==> src/rtl/result_collector_pkg.sv <==
// Shared sizing, FSM encoding and address helpers for the result collector.
package result_collector_pkg;
  localparam int DATA_WIDTH  = 16;
  localparam int BUS_WIDTH   = 64;
  localparam int SP_NTARGETS = 4;
  localparam int MAX_DIM     = BUS_WIDTH / DATA_WIDTH;
  localparam int SEL_W       = $clog2(SP_NTARGETS);
  localparam int ROW_W       = $clog2(MAX_DIM);
  localparam int ADDR_W      = $clog2(SP_NTARGETS * MAX_DIM);

  typedef enum logic [1:0] {
    ST_IDLE    = 2'd0,
    ST_COLLECT = 2'd1,
    ST_FILL    = 2'd2,
    ST_DONE    = 2'd3
  } state_t;

  function automatic logic [ADDR_W-1:0] mk_addr(logic [SEL_W-1:0] sel, logic [ROW_W-1:0] row);
    return {sel, row};
  endfunction

  function automatic logic [SEL_W-1:0] addr_buf(logic [ADDR_W-1:0] addr);
    return addr[ADDR_W-1:ROW_W];
  endfunction

  function automatic logic [ROW_W-1:0] addr_row(logic [ADDR_W-1:0] addr);
    return addr[ROW_W-1:0];
  endfunction
endpackage

==> src/rtl/result_collector_row_mask.sv <==
// Zeroes every element of a result row whose column index exceeds dim_m.
module result_row_mask
  import result_collector_pkg::*;
#(
  parameter int data_width = DATA_WIDTH,
  parameter int bus_width  = BUS_WIDTH
) (
  input  logic [bus_width-1:0] row_in,
  input  logic [1:0]           dim_m,
  output logic [bus_width-1:0] row_out
);
  localparam int ncol = bus_width / data_width;

  for (genvar k = 0; k < ncol; k++) begin : g_col
    assign row_out[k*data_width +: data_width] =
      (k <= int'(dim_m)) ? row_in[k*data_width +: data_width] : '0;
  end
endmodule

==> src/rtl/result_collector.sv <==
// Captures systolic-array result rows into scratchpad buffers, zero-fills
// unused rows, and serves registered reads of any buffer row.
module result_collector
  import result_collector_pkg::*;
#(
  parameter int data_width  = DATA_WIDTH,
  parameter int bus_width   = BUS_WIDTH,
  parameter int sp_ntargets = SP_NTARGETS,
  localparam int max_dim    = bus_width / data_width,
  localparam int sel_w      = $clog2(sp_ntargets),
  localparam int row_w      = $clog2(max_dim),
  localparam int addr_w     = $clog2(sp_ntargets * max_dim)
) (
  input  logic                 clk,
  input  logic                 reset,
  input  logic                 start,
  input  logic [sel_w-1:0]     sp_sel,
  input  logic [1:0]           dim_n,
  input  logic [1:0]           dim_m,
  input  logic                 res_valid,
  input  logic [bus_width-1:0] res_row,
  input  logic                 res_last,
  input  logic                 rd_en,
  input  logic [addr_w-1:0]    rd_addr,
  output logic [bus_width-1:0] rd_data,
  output logic                 busy,
  output logic                 done,
  output logic                 err
);
  localparam int nrows = sp_ntargets * max_dim;

  state_t                state_q;
  logic [row_w-1:0]      row_cnt_q;
  logic [sel_w-1:0]      sel_q;
  logic [1:0]            dim_n_q, dim_m_q;
  logic                  busy_q, done_q, err_q;

  logic [nrows-1:0][bus_width-1:0] mem_q, mem_d;
  logic [bus_width-1:0]  rd_data_q, rd_data_d;

  logic [bus_width-1:0]  masked_row;
  logic [bus_width-1:0]  wr_data;
  logic [addr_w-1:0]     wr_addr;
  logic                  wr_en;
  logic                  last_row, fill_end;

  result_row_mask #(.data_width(data_width), .bus_width(bus_width)) u_mask (
    .row_in  (res_row),
    .dim_m   (dim_m_q),
    .row_out (masked_row)
  );

  assign last_row = (int'(row_cnt_q) == int'(dim_n_q));
  assign fill_end = (int'(row_cnt_q) == max_dim - 1);
  assign wr_addr  = {sel_q, row_cnt_q};

  always_comb begin
    wr_en   = 1'b0;
    wr_data = masked_row;
    if (state_q == ST_COLLECT && res_valid) begin
      wr_en = 1'b1;
    end else if (state_q == ST_FILL) begin
      wr_en   = 1'b1;
      wr_data = '0;
    end
  end

  // Reads see mem_q, so a read colliding with a write returns the old row.
  always_comb begin
    mem_d = mem_q;
    if (wr_en) mem_d[wr_addr] = wr_data;
    rd_data_d = rd_en ? mem_q[rd_addr] : rd_data_q;
  end

  always_ff @(posedge clk) begin
    if (reset) begin
      mem_q     <= '0;
      rd_data_q <= '0;
    end else begin
      mem_q     <= mem_d;
      rd_data_q <= rd_data_d;
    end
  end

  always_ff @(posedge clk) begin
    if (reset) begin
      state_q   <= ST_IDLE;
      row_cnt_q <= '0;
      sel_q     <= '0;
      dim_n_q   <= '0;
      dim_m_q   <= '0;
      busy_q    <= 1'b0;
      done_q    <= 1'b0;
      err_q     <= 1'b0;
    end else begin
      case (state_q)
        ST_IDLE: begin
          if (start) begin
            state_q   <= ST_COLLECT;
            sel_q     <= sp_sel;
            dim_n_q   <= dim_n;
            dim_m_q   <= dim_m;
            row_cnt_q <= '0;
            err_q     <= 1'b0;
            busy_q    <= 1'b1;
          end else if (res_valid) begin
            err_q <= 1'b1;
          end
        end
        ST_COLLECT: begin
          if (res_valid) begin
            if (last_row) begin
              if (!res_last) err_q <= 1'b1;
              if (fill_end) begin
                state_q <= ST_DONE;
                busy_q  <= 1'b0;
                done_q  <= 1'b1;
              end else begin
                state_q   <= ST_FILL;
                row_cnt_q <= row_cnt_q + 1'b1;
              end
            end else begin
              // Early res_last truncates the stream; remaining rows get zeroed.
              if (res_last) begin
                err_q   <= 1'b1;
                state_q <= ST_FILL;
              end
              row_cnt_q <= row_cnt_q + 1'b1;
            end
          end
        end
        ST_FILL: begin
          if (res_valid) err_q <= 1'b1;
          if (fill_end) begin
            state_q <= ST_DONE;
            busy_q  <= 1'b0;
            done_q  <= 1'b1;
          end else begin
            row_cnt_q <= row_cnt_q + 1'b1;
          end
        end
        default: begin
          if (res_valid) err_q <= 1'b1;
          state_q <= ST_IDLE;
          done_q  <= 1'b0;
        end
      endcase
    end
  end

  assign rd_data = rd_data_q;
  assign busy    = busy_q;
  assign done    = done_q;
  assign err     = err_q;
endmodule

==> config.mk <==
export PLATFORM = sky130hd
export DESIGN_NAME = result_collector
export DESIGN_NICKNAME = d
export VERILOG_FILES = /design/src/rtl/result_collector_pkg.sv /design/src/rtl/result_collector_row_mask.sv /design/src/rtl/result_collector.sv
export SDC_FILE = /design/constraint.sdc
export NUM_CORES = 2
export LEC_CHECK = 0
export CORE_MARGIN = 4
export CORE_UTILIZATION = 34
export CTS_BUF_LIST = sky130_fd_sc_hd__clkbuf_8
export DETAILED_ROUTE_END_ITERATION = 16
export PLACE_DENSITY = 0.53
export SYNTH_ARGS = -nofsm -noshare
export SYNTH_HDL_FRONTEND = slang
export SYNTH_SLANG_ARGS = --single-unit
==> constraint.sdc <==
create_clock -name clk -period 1.9 [get_ports clk]
set_clock_uncertainty 0.15 [all_clocks]
set_input_delay 0.285 -clock clk [delete_from_list [all_inputs] [get_ports clk]]
set_output_delay 0.285 -clock clk [all_outputs]
set_load 0.005 [all_outputs]
Word level (Yosys, flattened, before mapping)
Index checks and enable logic that the tools add are counted.

cells by class
  add/subtract/negate cells = 1
  order comparisons = 6
  equality and inequality tests = 10
  multiplexer cells = 40
  bitwise gates (word level) = 1
  reduce and logical (&&, ||, !) cells = 10

operators by type and width
  kind                 count
  $bwmux 1024          1
  $bmux 64 s4          1
  $demux 64 s4         1
  $mux 64              4
  $mux 16              3
  $mux 2               9
  $mux 1               16
  $pmux 2 s3           2
  $lt 4x5->1 const B   2
  $reduce_and 3->1     3
  $ne 2x2->1 const B   4
  $reduce_and 4->1     2
  $ne 3x3->1 const B   2
  $pmux 1 s3           2
  $eq 2x1->1 const B   2
  $ge 4x1->1 const B   1
  $le 2x2->1 const A   2
  $reduce_bool 3->1    1
  $add 2x1->2 const B  1
  $eq 2x2->1           1
  $eq 2x2->1 const B   1
  $le 1x2->1 const A   1
  $logic_and 1x1->1    2
  $logic_not 2->1      1
  3 further kinds      3

storage, ports and cells
  bits in registers = 1,101
  input bits = 80
  output and inout bits = 67
  logic and storage cells = 93

Longest topological paths before layout
  depth in word-level cells = 5
  mapped depth = 10

Hierarchy
Synthesis repeated with hierarchy kept, for this count alone.

unflattened totals
  cell total of the unflattened synthesis = 6,189
  area total of the unflattened synthesis = 48,246.3 sq um

modules (own cells, without submodules)
  module            instances  cells each  area each (sq um)
  result_collector  1          6,117       47,747.0
  result_row_mask   1          72          499.2

Worst setup path before layout
Ideal clock, no wire load.

  path type = reg-to-reg
  start = reg row_cnt_q[0]
  end = reg mem_q[1000] in the netlist's numbering
  library setup time = 0.132 ns
  data arrival time = 1.704 ns
  slack = -0.086 ns
  cell stages (with the launch flop) = 9
  path buffers = 3
  cell sequence = dfxtp_1 ha_1 buf_2 inv_1 or3_1 buf_2 buf_2 nand2_1 a21oi_1

between the ends
  longest elaborated chain between the ends = 5
  elaborated cells between the ends (all ways) = 6

RTL lines
  item                                                                   RTL line                 RTL
  start: declaration                                                     result_collector.sv:33   logic [row_w-1:0] row_cnt_q;
  start signal: assignment                                               result_collector.sv:120  row_cnt_q <= row_cnt_q + 1'b1;
  start signal: assignment                                               result_collector.sv:128  row_cnt_q <= row_cnt_q + 1'b1;
  start signal: assignment                                               result_collector.sv:139  row_cnt_q <= row_cnt_q + 1'b1;
  $lt 4x5->1 (implied by the code) / $ge 4x1->1 (equally long branches)  result_collector.sv:71   if (wr_en) mem_d[wr_addr] = wr_data;
  $logic_and 1x1->1 (implied by the code)                                result_collector.sv:71
  $mux 64 (implied by the code)                                          result_collector.sv:71
  $demux 64 s4 (*)                                                       result_collector.sv:71
  $bwmux 1024 (*)                                                        result_collector.sv:71
  end signal: assignment                                                 result_collector.sv:80   mem_q <= mem_d;
  end: declaration                                                       result_collector.sv:38   logic [nrows-1:0][bus_width-1:0] mem_q, mem_d;

Every way passes the cells marked *; elsewhere a longest branch is shown, timed or not.
A chain may end at the register's enable or synchronous reset.

Final worst setup path
  start = reg state_q[1]
  end = reg mem_q[994] in the netlist's numbering

between the ends
  longest elaborated chain between the ends = 4
  elaborated cells between the ends (all ways) = 8

RTL lines
  item                                                 RTL line                                        RTL
  start: declaration                                   result_collector.sv:32                          state_t state_q;
  start signal: assignment                             result_collector.sv:87                          state_q <= ST_IDLE;
  start signal: assignment                             result_collector.sv:99                          state_q <= ST_COLLECT;
  start signal: assignment                             result_collector.sv:115                         state_q <= ST_DONE;
  $eq 2x2->1 / $eq 2x1->1 (equally long branches)      result_collector.sv:62, result_collector.sv:60
  $mux 64 / $logic_and 1x1->1 (equally long branches)  result_collector.sv:62, result_collector.sv:60
  $mux 64                                              result_collector.sv:60                          if (state_q == ST_COLLECT && res_valid) begin
  $bwmux 1024                                          result_collector.sv:71

Parallel ways exist; a longest one is shown, timed or not.

==> results.yml <==
grt:
  grt_first_pass_wirelength_mm: 268.4
  grt_overflow_total: 0
  grt_usage: 0.2377
  grt_pass1_vias: 41320
  grt_max_degree: 136
  antenna_found_initial: 6
final_layout:
  stdcell_count: 8396
  syn2layout_area_growth_pct: 27.16
  nets: 6444
  fin_area_um2: 61150
  drive_gt1_frac: 0.1646
logic_synthesis:
  synth-seq-cells: 1101
  yosysMostFrequentCell: "nand2_1"
  synth_top_area_share: 0.4583
  synthArstFlopShare: 0
  synth_warnings: 0
  yosysTopAreaCell: "dfxtp_1"
  synth-edff-count: 0
  synth_top_flop_cell: "dfxtp_1"
  netlist_area_um2: 48090
  synth_area_leaders: "dfxtp_1 (46%), nand2_1 (18%), a21oi_1 (12%), mux2i_1 (11%), buf_2 (2.7%)"
  synthDistinctLibCells: 54
  yosys-top-cells-count: "nand2_1 (2249), a21oi_1 (1159), dfxtp_1 (1101), mux2i_1 (513), buf_2 (259)"
  syn-num-nets: 6197
  syn_inst: 6107
  ys_seq_area_frac: 0.4583
  postSynthAreaPerCell_um2: 7.874
clocking:
  cts_made_buffers: 191
  tritoncts: "yes"
  cts-root-buf: "clkbuf_8"
  htreeDepth: 4
  clock_latency_ps: 940
  clock_sinks: 1101
  clk_pin_slew_ps: 60
  clockBufferDepth: 3
pwr:
  p_leak_nw: 22.36
  p_switching_w: 0.01640
  p_per_area_nw_per_um2: 916.7
  pwr-share-seq: 0.423
  internal_power_w: 0.03965
  ir_worst_vdd_uv: 708.6
  combPwrFrac: 0.170
  clkPwrFrac: 0.407
  power_w: 0.05606
  sw_frac_of_total: 0.2926
run:
  drv_cap: 0
placement:
  gp_congestion: 0.8116
  port_buffers: 146
  postPlaceCellArea_um2: 54670
  placedCellCount: 7927
  dp_hpwl_mm: 107.3
worst_hold_path:
  hp-class: "in -> reg"
  hold_depth: 5
floorplanning:
  rows: 137
  ios: 147
  start_util: 0.3434
  die_w_um: 384.1
  dieHeight_um: 384.1
  core_area_um2: 140000
  dieArea_um2: 147500
critical_path:
  cp_common_cell: "buf_6"
  start_kind: "register"
  cpPeakStageDelay_ps: 340
  cp-end-kind: "register"
  path_class: "reg -> reg"
  cp_max_fo: 6
  reg2regPathDepth: 11
  crit_required_ps: 2510
  arrival_ps: 2690
  path_cells: "buf_6 -> ha_4 -> buf_6 -> a21oi_4 -> buf_6 -> nor3_4 -> buf_6 -> buf_12 -> buf_16 -> nand2_1 -> a21oi_1"
  crit_slowest_cell: "dfxtp_2"
drt:
  wl_mm: 183.7
  wl_per_cell_um: 21.87
  drt_pass1_iterations: 6
  vias: 44080
  post-route-drc-count: 0
  drtIter0Drc: 4220
  antenna_left: 0
  viasPerCell: 5.250
timing:
  period_needed_ps: 2080
  slew_headroom: 0.4233
  final.setup.worst_slack_ps: -180.0
  maxSlewViolCount: 0
  hold_viol: 0
  fin_crit_sh: 1.095
  rsz0062_at_grt: "yes"
  max_freq_mhz: 480.8
  setup_violations: 1001
  worstMarginPinSlew_ps: 865.1
status:
  status: "finished with violations"
  violations: "negative setup slack"
worst max-delay path, delay by kind of cell (launching register included):
family,cells,cell delay [ps]
AO/OA/AOI/OAI,2,290
adder cells (fa/ha/maj),1,170
buffers and inverters,6,830
flip-flops,1,340
AND/OR/NAND/NOR,2,120
layer usage:
metal | routed length, µm | vias to the layer above | GRT usage
li1 | - | 20830 | -
met4 | 4442 | 0 | 0.06033
met2 | 83280 | 1508 | 0.3810
met5 | 0 | - | 0
met3 | 12200 | 295 | 0.04000
met1 | 83730 | 21450 | 0.3318
state kept, by name (all words and copies together), names as in the netlist:
name,flops
rd_data,64
busy,1
dim_m_q,2
sel_q,2
dim_n_q,2
row_cnt_q,2
state_q,2
err,1
mem_q,1024
done,1
cells in the final DEF (no fill, tap or decap), drive strengths merged, types with 4 or more instances in the layout:
master	instances
a21oi	1160
a22oi	128
and2	17
and3	29
and4	16
buf	521
bufinv	4
clkbuf	264
clkdlybuf4s50	77
clkinv	18
dfxtp	1101
diode	8
dlygate4sd3	35
ha	10
inv	85
mux2i	513
nand2	2249
nand3	212
nor2	6
nor2b	6
nor3b	19
worst paths after layout:
kind / start / to / slack (ps)
hold / removal: res_row[9] / mem_q[713] / 60
setup / recovery: state_q[1] / mem_q[994] / -180
hold reg to reg: rd_data[27] / rd_data[27] / 290
setup reg to reg: state_q[1] / mem_q[994] / -180
logic make-up after synthesis:
logic type      Yosys count  synth area share
compound gates         1310            0.1445
xor+xnor                  5         0.0009108
mux                     514            0.1070
simple gates           2562            0.2185
flops                  1101            0.4583
buf+inv                 605           0.06814
fa+ha+maj                10          0.002602
layout make-up:
cell class,count,area [µm²]
Tap cell,1876,2347
Clock inverter,99,600.6
Multi-Input combinational cell,4402,23460
Clock buffer,252,3468
Sequential cell,1101,22180
Antenna cell,8,20.02
Fill cell,13950,78890
Timing Repair Buffer,647,9027
Inverter,11,41.29
power groups by stage:
| stage | Combinational, W | Sequential [W] | Clock, W |
|---|---|---|---|
| 2_1_floorplan | 0.00428 | 0.0241 | 0 |
| 3_3_place_gp | 0.00852 | 0.0242 | 0 |
| 3_5_place_dp | 0.00854 | 0.0242 | 0 |
| 4_1_cts | 0.00919 | 0.0237 | 0.0232 |
| 5_1_grt | 0.00996 | 0.0237 | 0.0243 |
| 6_report | 0.00955 | 0.0237 | 0.0228 |
what timing repair did:
| action | in CTS | in global routing |
|---|---|---|
| resized for setup | 455 | 144 |
| hold buffers | 35 | 0 |
| endpoints found under the setup margin | 1096 | 1058 |
| pin swaps | 8 | 32 |
| endpoints found under the hold margin | 644 | 0 |
| buffers inserted | 29 | 16 |
| cloned | 20 | 16 |
stage by stage:
stage	setup TNS, ps	hold WS, ps	util	worst slack [ps]
6_report	-82580	55.75	0.4367	-180.0
5_1_grt	-147170	13.26	0.4366	-233.3
4_1_cts	-85200	1.983	0.4301	-166.2
3_5_place_dp	-466030	295.2	0.3904	-536.9
3_3_place_gp	-444110	290.4	0.3904	-514.9
2_1_floorplan	-4059	282.5	-	-24.89
No activity file was read; power rests on OpenSTA's default activity.
